[config.mk]
export PLATFORM = sky130hd
export DESIGN_NAME = motor_input_cond
export DESIGN_NICKNAME = d
export VERILOG_FILES = /design/src/rtl/motor_pkg.sv /design/src/rtl/debounce_chan.sv /design/src/rtl/motor_input_cond.sv
export SDC_FILE = /design/constraint.sdc
export NUM_CORES = 1
export LEC_CHECK = 0
export BUFFER_PORTS_ARGS = -buffer_cell sky130_fd_sc_hd__buf_4
export CAP_MARGIN = 20
export CORE_MARGIN = 5
export CORE_UTILIZATION = 35
export CTS_BUF_LIST = sky130_fd_sc_hd__clkbuf_16
export DETAILED_ROUTE_END_ITERATION = 8
export PLACE_DENSITY = 0.57
export RECOVER_POWER = 25
export SETUP_SLACK_MARGIN = 0.15
export SLEW_MARGIN = 5
export SYNTH_ARGS = -nofsm -noshare
export SYNTH_HDL_FRONTEND = slang
export SYNTH_HIERARCHICAL = 1
export SYNTH_SLANG_ARGS = --single-unit
[constraint.sdc]
create_clock -name clk -period 1.6 [get_ports clk]
set_input_delay 0.32 -clock clk [delete_from_list [all_inputs] [get_ports clk]]
set_output_delay 0.32 -clock clk [all_outputs]
set_load 0.005 [all_outputs]
[src/rtl/motor_pkg.sv]
// Shared definitions for the motor input conditioning blocks:
// button FSM state encodings and a width helper for counters.
package motor_pkg;

   // Button FSM state encoding (2 bits)
   typedef logic [1:0] btn_state_t;

   localparam btn_state_t BTN_IDLE    = 2'd0;
   localparam btn_state_t BTN_PRESSED = 2'd1;
   localparam btn_state_t BTN_HOLDOFF = 2'd2;

   // Number of bits needed to hold 0..value-1, never less than 1.
   function automatic int clog2_min1(input int value);
      int width;
      width = 1;
      for (int i = 1; i < 31; i++) begin
         if ((1 << i) < value) begin
            width = i + 1;
         end
      end
      return width;
   endfunction

endpackage

[src/rtl/debounce_chan.sv]
// One conditioning channel: multi-flop synchronizer for an asynchronous
// input followed by a consecutive-cycle debounce filter. The output is
// the registered stable value.
module debounce_chan #(
   parameter int SYNC_STAGES     = 2,
   parameter int DEBOUNCE_CYCLES = 16
) (
   input  logic clk,
   input  logic rst_n,
   input  logic din_raw,
   output logic dout
);
   import motor_pkg::*;

   localparam int               CNT_W    = clog2_min1(DEBOUNCE_CYCLES);
   localparam logic [CNT_W-1:0] CNT_LAST = CNT_W'(DEBOUNCE_CYCLES - 1);

   logic [SYNC_STAGES-1:0] sync_q;
   logic                   synced;
   logic [CNT_W-1:0]       cnt_q;
   logic                   stable_q;

   assign synced = sync_q[SYNC_STAGES-1];
   assign dout   = stable_q;

   // Synchronizer chain: raw input enters at bit 0, leaves at the top bit
   always_ff @(posedge clk or negedge rst_n) begin
      if (!rst_n) begin
         sync_q <= '0;
      end else begin
         sync_q <= {sync_q[SYNC_STAGES-2:0], din_raw};
      end
   end

   // Debounce: flip the stable value only after DEBOUNCE_CYCLES consecutive
   // disagreeing samples; any agreeing sample restarts the count
   always_ff @(posedge clk or negedge rst_n) begin
      if (!rst_n) begin
         cnt_q    <= '0;
         stable_q <= 1'b0;
      end else if (synced == stable_q) begin
         cnt_q <= '0;
      end else if (cnt_q == CNT_LAST) begin
         stable_q <= synced;
         cnt_q    <= '0;
      end else begin
         cnt_q <= cnt_q + CNT_W'(1);
      end
   end

endmodule

[src/rtl/motor_input_cond.sv]
// Input conditioner ahead of the motor control FSM. Debounces the push
// button and both limit switches, converts a button press into a single
// activate pulse with a re-trigger hold-off after release, and flags the
// illegal both-limits-active condition.
module motor_input_cond #(
   parameter int SYNC_STAGES     = 2,
   parameter int DEBOUNCE_CYCLES = 16,
   parameter int HOLDOFF_CYCLES  = 64
) (
   input  logic clk,
   input  logic rst_n,
   input  logic btn_raw,
   input  logic up_limit_raw,
   input  logic dn_limit_raw,
   output logic activate,
   output logic up_limit,
   output logic dn_limit,
   output logic limit_fault
);
   import motor_pkg::*;

   localparam int                HOLD_W    = clog2_min1(HOLDOFF_CYCLES);
   localparam logic [HOLD_W-1:0] HOLD_LOAD = HOLD_W'(HOLDOFF_CYCLES - 1);

   logic              btn_db;
   logic              btn_prev;
   btn_state_t        state_q;
   btn_state_t        state_d;
   logic [HOLD_W-1:0] hold_q;
   logic [HOLD_W-1:0] hold_d;
   logic              activate_d;

   debounce_chan #(
      .SYNC_STAGES     (SYNC_STAGES),
      .DEBOUNCE_CYCLES (DEBOUNCE_CYCLES)
   ) u_btn_chan (
      .clk     (clk),
      .rst_n   (rst_n),
      .din_raw (btn_raw),
      .dout    (btn_db)
   );

   debounce_chan #(
      .SYNC_STAGES     (SYNC_STAGES),
      .DEBOUNCE_CYCLES (DEBOUNCE_CYCLES)
   ) u_up_chan (
      .clk     (clk),
      .rst_n   (rst_n),
      .din_raw (up_limit_raw),
      .dout    (up_limit)
   );

   debounce_chan #(
      .SYNC_STAGES     (SYNC_STAGES),
      .DEBOUNCE_CYCLES (DEBOUNCE_CYCLES)
   ) u_dn_chan (
      .clk     (clk),
      .rst_n   (rst_n),
      .din_raw (dn_limit_raw),
      .dout    (dn_limit)
   );

   // Delayed copy of the debounced button for rising-edge detection
   always_ff @(posedge clk or negedge rst_n) begin
      if (!rst_n) begin
         btn_prev <= 1'b0;
      end else begin
         btn_prev <= btn_db;
      end
   end

   // Fault follows both debounced limits; it drops as soon as either falls
   always_ff @(posedge clk or negedge rst_n) begin
      if (!rst_n) begin
         limit_fault <= 1'b0;
      end else begin
         limit_fault <= up_limit & dn_limit;
      end
   end

   // Button FSM next-state, hold-off counter and pulse decision
   always_comb begin
      state_d    = state_q;
      hold_d     = hold_q;
      activate_d = 1'b0;
      case (state_q)
         BTN_IDLE: begin
            if (btn_db && !btn_prev) begin
               state_d = BTN_PRESSED;
               // A press seen while the limits are in fault is consumed silently
               activate_d = !limit_fault;
            end
         end
         BTN_PRESSED: begin
            if (!btn_db) begin
               hold_d  = HOLD_LOAD;
               state_d = BTN_HOLDOFF;
            end
         end
         BTN_HOLDOFF: begin
            if (hold_q == '0) begin
               state_d = BTN_IDLE;
            end else begin
               hold_d = hold_q - HOLD_W'(1);
            end
         end
         default: begin
            state_d = BTN_IDLE;
         end
      endcase
   end

   // Button FSM state, hold-off counter and registered activate pulse
   always_ff @(posedge clk or negedge rst_n) begin
      if (!rst_n) begin
         state_q  <= BTN_IDLE;
         hold_q   <= '0;
         activate <= 1'b0;
      end else begin
         state_q  <= state_d;
         hold_q   <= hold_d;
         activate <= activate_d;
      end
   end

endmodule

==> results of run 1 <==
## cells in the final DEF (no fill, tap or decap), drive strengths merged, types with 3 or more instances in the layout
| cell | count |
|---|---|
| nor2 | 8 |
| mux2 | 3 |
| a311oi | 3 |
| nor2b | 3 |
| ha | 5 |
| xnor2 | 6 |
| o211ai | 3 |
| nor3b | 3 |
| a21o | 3 |
| buf | 10 |
| o21ai | 7 |
| nand3 | 6 |
| dfrtp | 32 |
| a31oi | 3 |
| clkbuf | 9 |
| inv | 5 |
## worst max-delay path: stages, from the launching register on
cell and delay, ns:
dfrtp_1 0.39, inv_2 0.12, ha_4 0.15, or2b_4 0.30, o21a_4 0.23, o221ai_2 0.16
## report_power, final
| part | leakage [nW] | switching (mW) | internal (mW) | total (mW) |
|---|---|---|---|---|
| Combinational | 0.278 | 0.0545 | 0.0500 | 0.104 |
| Clock | 0.0738 | 0.305 | 0.558 | 0.862 |
| Sequential | 0.425 | 0.0260 | 0.841 | 0.867 |
## repair_timing
action                                  4_1_cts  5_1_grt
gates resized for setup                       3        5
endpoints found under the hold margin        32        0
pin swaps                                     0        1
hold buffers                                  1        0
endpoints found under the setup margin        6        4
setup buffers                                 2        4
## sequential cells by signal, indices dropped and copies added (netlist names)
register	cells
hold_q	6
u_btn_chan/cnt_q	4
u_dn_chan/cnt_q	4
u_up_chan/cnt_q	4
state_q	2
u_btn_chan/sync_q	2
u_dn_chan/sync_q	2
u_up_chan/sync_q	2
activate	1
btn_prev	1
limit_fault	1
u_btn_chan/dout	1
u_dn_chan/dout	1
u_up_chan/dout	1
## per-layer routing
layer	vias to the layer above	wire, µm
met3	6	102
met4	0	53
li1	444	-
met1	458	1110
met2	19	1180
met5	-	0
## logic make-up after synthesis
family / share of synthesized area
AOI/OAI and AO/OA: 0.137
xor gates and xnor gates: 0.0380
adders and majority gates: 0.0452
buffers and inverters: 0.0145
DFF: 0.579
muxes: 0.0325
and+or+nand+nor: 0.154
## layout make-up
type,count,area (µm²)
inverters,3,11.3
repair buffers,15,113
clock buffers,5,125
multi-input cells,73,587
well taps,48,60.1
flip-flops and latches,32,801
fillers,357,2040
clock inverters,3,11.3
## through the flow
stage	hold slack (ns)	instances	power, mW	worst slack (ns)
after floorplan	0.0244	110	0.934	0.211
after global placement	0.276	164	0.968	0.144
final	0.177	179	1.83	0.171
after CTS	0.149	175	1.85	0.161
after global routing	0.166	179	1.92	0.127
after detailed placement	0.282	164	0.973	0.0242
## final timing paths
path,startpoint,end,slack [ns],cells past startpoint
worst min-delay path,btn_raw,u_btn_chan/sync_q[0],0.18,1
worst max-delay path,hold_q[0],hold_q[1],0.17,5
min in group asynchronous,rst_n,hold_q[5],0.65,2
max in group asynchronous,rst_n,hold_q[4],0.46,2
worst max register to register,hold_q[0],hold_q[1],0.17,5
worst min register to register,u_btn_chan/sync_q[0],u_btn_chan/sync_q[1],0.35,0
==> impl_metrics.ini, run 1 <==
[status]
status = complete, no violations

[critical_path]
critPathCaptureType = register
cp-start-kind = register
cp.required_ns = 1.78
critPathArrivalTime_ns = 1.61
cp_max_fo = 6
worst-setup-path-type = register to register

[detailed_routing]
wl_per_cell_um = 13.7
drtPass1Iterations = 4
routed_wl_um = 2450
drc = 0
ant_nets = 0
num_vias = 927
vias_per_cell = 5.18
drtIter0Drc = 54

[die]
ios = 9
coreArea_mm2 = 0.00374
rows = 22
die_h_um = 72.9
die_w_um = 72.9
dieArea_mm2 = 0.00531
initial_core_util = 0.370

[grt]
grt_max_degree = 33
globalRouteOverflowTotal = 0
use_met2 = 0.162
grt_use_total = 0.103
grtUsageMet3 = 0.0496
grt_pass1_vias = 918
top_usage_layer = met2
grt_pass1_wl_um = 4090
antenna_found_initial = 0
grt_util_met1 = 0.112

[sta]
setup-tns-final_ns = 0
hold_violations = 0
rsz0062_at_grt = yes
fmax_mhz = 700
tightest_slew_ns = 0.764
min_period_ns = 1.43
fin_crit_sh = 0.893
slew_headroom = 0.491
drv_slew = 0
finalSetupViolations = 0
fin_skew_ns = 0.00146

[layout]
antenna_cells = 0
layout-drive-gt1-share = 0.275
design_area_mm2 = 0.00171
utilization = 0.456
syn_to_final_growth_pct = 23.4
fin_nets = 140

[synth]
yosysWarnings = 6
ys_top_cells_by_area = dfrtp_1 58%, ha_1 4.5%, xnor2_1 3.8%
yosysTopAreaCell = dfrtp_1
yosysSeqAreaShare = 0.579
syn_avg_cell_area_um2 = 12.6
yosys.cell_count.top_type = dfrtp_1
async_reset_ff_frac = 1.00
ys_ff_latch = 32
ys.flop_type = dfrtp_1
syn_nets = 120
synth_edf_count = 0
synthTopCellsByCount = 32 x dfrtp_1, 8 x nor2_1, 7 x o21ai_0
synth_cells = 110
syn_area_mm2 = 0.00138
ys_types = 35
yosysTopAreaCellShare = 0.579

[place]
dpl_cell_area_mm2 = 0.00150
dp_hpwl_um = 1590
gp_congestion = 0.716
portBuffers = 8

[pwr]
leakage_nw = 0.777
pwr_density_cell_mw_per_mm2 = 1070
peakVddDrop_uv = 665

[clocking]
clkTransAtPathRegs_ns = 0.05
cts-root-buf = clkbuf_16
clk_latency_ns = 0.27
clk_path_buf_depth = 2
cts.sinks = 32
cts_buffers = 5
cts_tree = yes
h-tree-depth = 2

[job]
maxCapViolCount = 0

[hold_path]
hold_path.class = input port to register
Power figures use the tool's default switching activity.
==> run 2, diff against run 1 <==
--- a/config.mk
+++ b/config.mk
@@ -11,6 +11,7 @@
 export CORE_UTILIZATION = 35
 export CTS_BUF_LIST = sky130_fd_sc_hd__clkbuf_16
 export DETAILED_ROUTE_END_ITERATION = 8
+export MAX_ROUTING_LAYER = met4
 export PLACE_DENSITY = 0.57
 export RECOVER_POWER = 25
 export SETUP_SLACK_MARGIN = 0.15
==> run 2 against run 1 <==
Effect of this change:
- clock power barely moved
- sequential power barely moved
- power barely moved
- via count fell by 0.11%
- first-iteration DRC count fell by 19%
- die area did not move
==> impl_metrics.ini, run 2 (synthesized netlist as in run 1, its figures left out) <==
[sta]
slew_headroom = 0.491
tightest_slew_ns = 0.764
fin_crit_sh = 0.893
fmax_mhz = 700
setup-tns-final_ns = 0
hold_violations = 0
fin_skew_ns = 0.00165
finalSetupViolations = 0
min_period_ns = 1.43
drv_slew = 0
rsz0062_at_grt = yes
setup_slack_ns = 0.171

[critical_path]
crit_buf_inv = 1
cp-start-kind = register
cp_max_fo = 6
critPathTopFamily = flip-flops
critPathCaptureType = register
cp.required_ns = 1.78
critPathMaxStageDelay_ns = 0.39
worst-setup-path-type = register to register
critPathArrivalTime_ns = 1.61
path_cells = inv_2, ha_4, or2b_4, o21a_4, o221ai_2
worst_path_max_delay_cell = dfrtp_1

[pwr]
peakVddDrop_uv = 665
power_mw = 1.83
p_clk_frac = 0.470
leakage_nw = 0.777
p_seq_frac = 0.473
p_sw_mw = 0.384
p_comb_frac = 0.057
switching_share = 0.210
pwr_density_cell_mw_per_mm2 = 1070
internal-power_mw = 1.45

[detailed_routing]
drc = 0
num_vias = 926
vias_per_cell = 5.17
drtIter0Drc = 44
wl_per_cell_um = 13.7
routed_wl_um = 2450
ant_nets = 0
drtPass1Iterations = 4

[clocking]
cts-root-buf = clkbuf_16
cts_tree = yes
clkTransAtPathRegs_ns = 0.05
cts_buffers = 5
cts.sinks = 32
clk_path_buf_depth = 2
clk_latency_ns = 0.27
h-tree-depth = 2

[die]
die_h_um = 72.9
ios = 9
initial_core_util = 0.370
die_w_um = 72.9
coreArea_mm2 = 0.00374
rows = 22
dieArea_mm2 = 0.00531

[grt]
grt_max_degree = 33
grt_pass1_vias = 916
grt_pass1_wl_um = 4080
globalRouteOverflowTotal = 0
antenna_found_initial = 0
grt_use_total = 0.105

[layout]
mostFrequentLayoutCells = 32 x dfrtp_1, 10 x buf_4, 7 x nor2_1, 6 x o21ai_0, 6 x xnor2_1
layout-drive-gt1-share = 0.275
final_common_cell = dfrtp_1
fin_nets = 140
syn_to_final_growth_pct = 23.4
fill_cells = 357
regMostFlops = hold_q
largest_reg_flops = 6
antenna_cells = 0

[place]
dp_hpwl_um = 1590
gp_congestion = 0.724
place_ws_ns = 0.0242
portBuffers = 8

[status]
status = complete, no violations

[job]
maxCapViolCount = 0

[hold_path]
hold_path.class = input port to register
[run 2: cell counts in the layout (fill, tap and decap cells not counted)]
Identical to the previous run, type by type.
[run 2: final timing paths]
kind	start	endpoint	slack (ns)	cells past startpoint
max	hold_q[0]	hold_q[1]	0.17	5
min	btn_raw	u_btn_chan/sync_q[0]	0.18	1
max reg2reg	hold_q[0]	hold_q[1]	0.17	5
min reg2reg	u_btn_chan/sync_q[0]	u_btn_chan/sync_q[1]	0.35	0
max in group asynchronous	rst_n	hold_q[4]	0.46	2
min in group asynchronous	rst_n	hold_q[5]	0.65	2
[run 2: timing repair]
item                       in CTS  in global routing
hold endpoints to repair       32                  0
resized for setup               3                  5
setup endpoints to repair       6                  4
pin swaps                       0                  1
setup buffers                   2                  4
hold buffers                    1                  0
[run 2: area by class of cell]
class,count,area [µm²],share of cell area
inverters,3,11.3,0.00659
flip-flops and latches,32,801,0.469
clock buffers,5,125,0.0733
repair buffers,15,113,0.0659
well taps,48,60.1,0.0352
clock inverters,3,11.3,0.00659
multi-input cells,73,587,0.344
[run 2: metrics by stage]
step           instances  utilization  instance area, µm²  hold WS (ns)
2_1_floorplan        110            -                1380        0.0244
3_3_place_gp         164        0.399                1500         0.276
3_5_place_dp         164        0.399                1500         0.282
4_1_cts              175        0.444                1660         0.149
5_1_grt              179        0.456                1710         0.169
6_report             179        0.456                1710         0.178
[run 2: metal layers]
| metal | vias to the layer above | part of all wire | global-route usage |
|---|---|---|---|
| li1 | 444 | - | - |
| met1 | 458 | 0.46 | 0.114 |
| met2 | 18 | 0.48 | 0.162 |
| met3 | 6 | 0.036 | 0.0344 |
| met4 | 0 | 0.022 | 0.0697 |
| met5 | - | 0 | - |
[run 2: power groups by stage]
stage | combinational [mW] | clock [mW] | sequential (mW)
6_report | 0.104 | 0.861 | 0.867
5_1_grt | 0.120 | 0.924 | 0.870
4_1_cts | 0.0995 | 0.881 | 0.867
3_5_place_dp | 0.0925 | 0 | 0.880
3_3_place_gp | 0.0894 | 0 | 0.879
2_1_floorplan | 0.0592 | 0 | 0.875
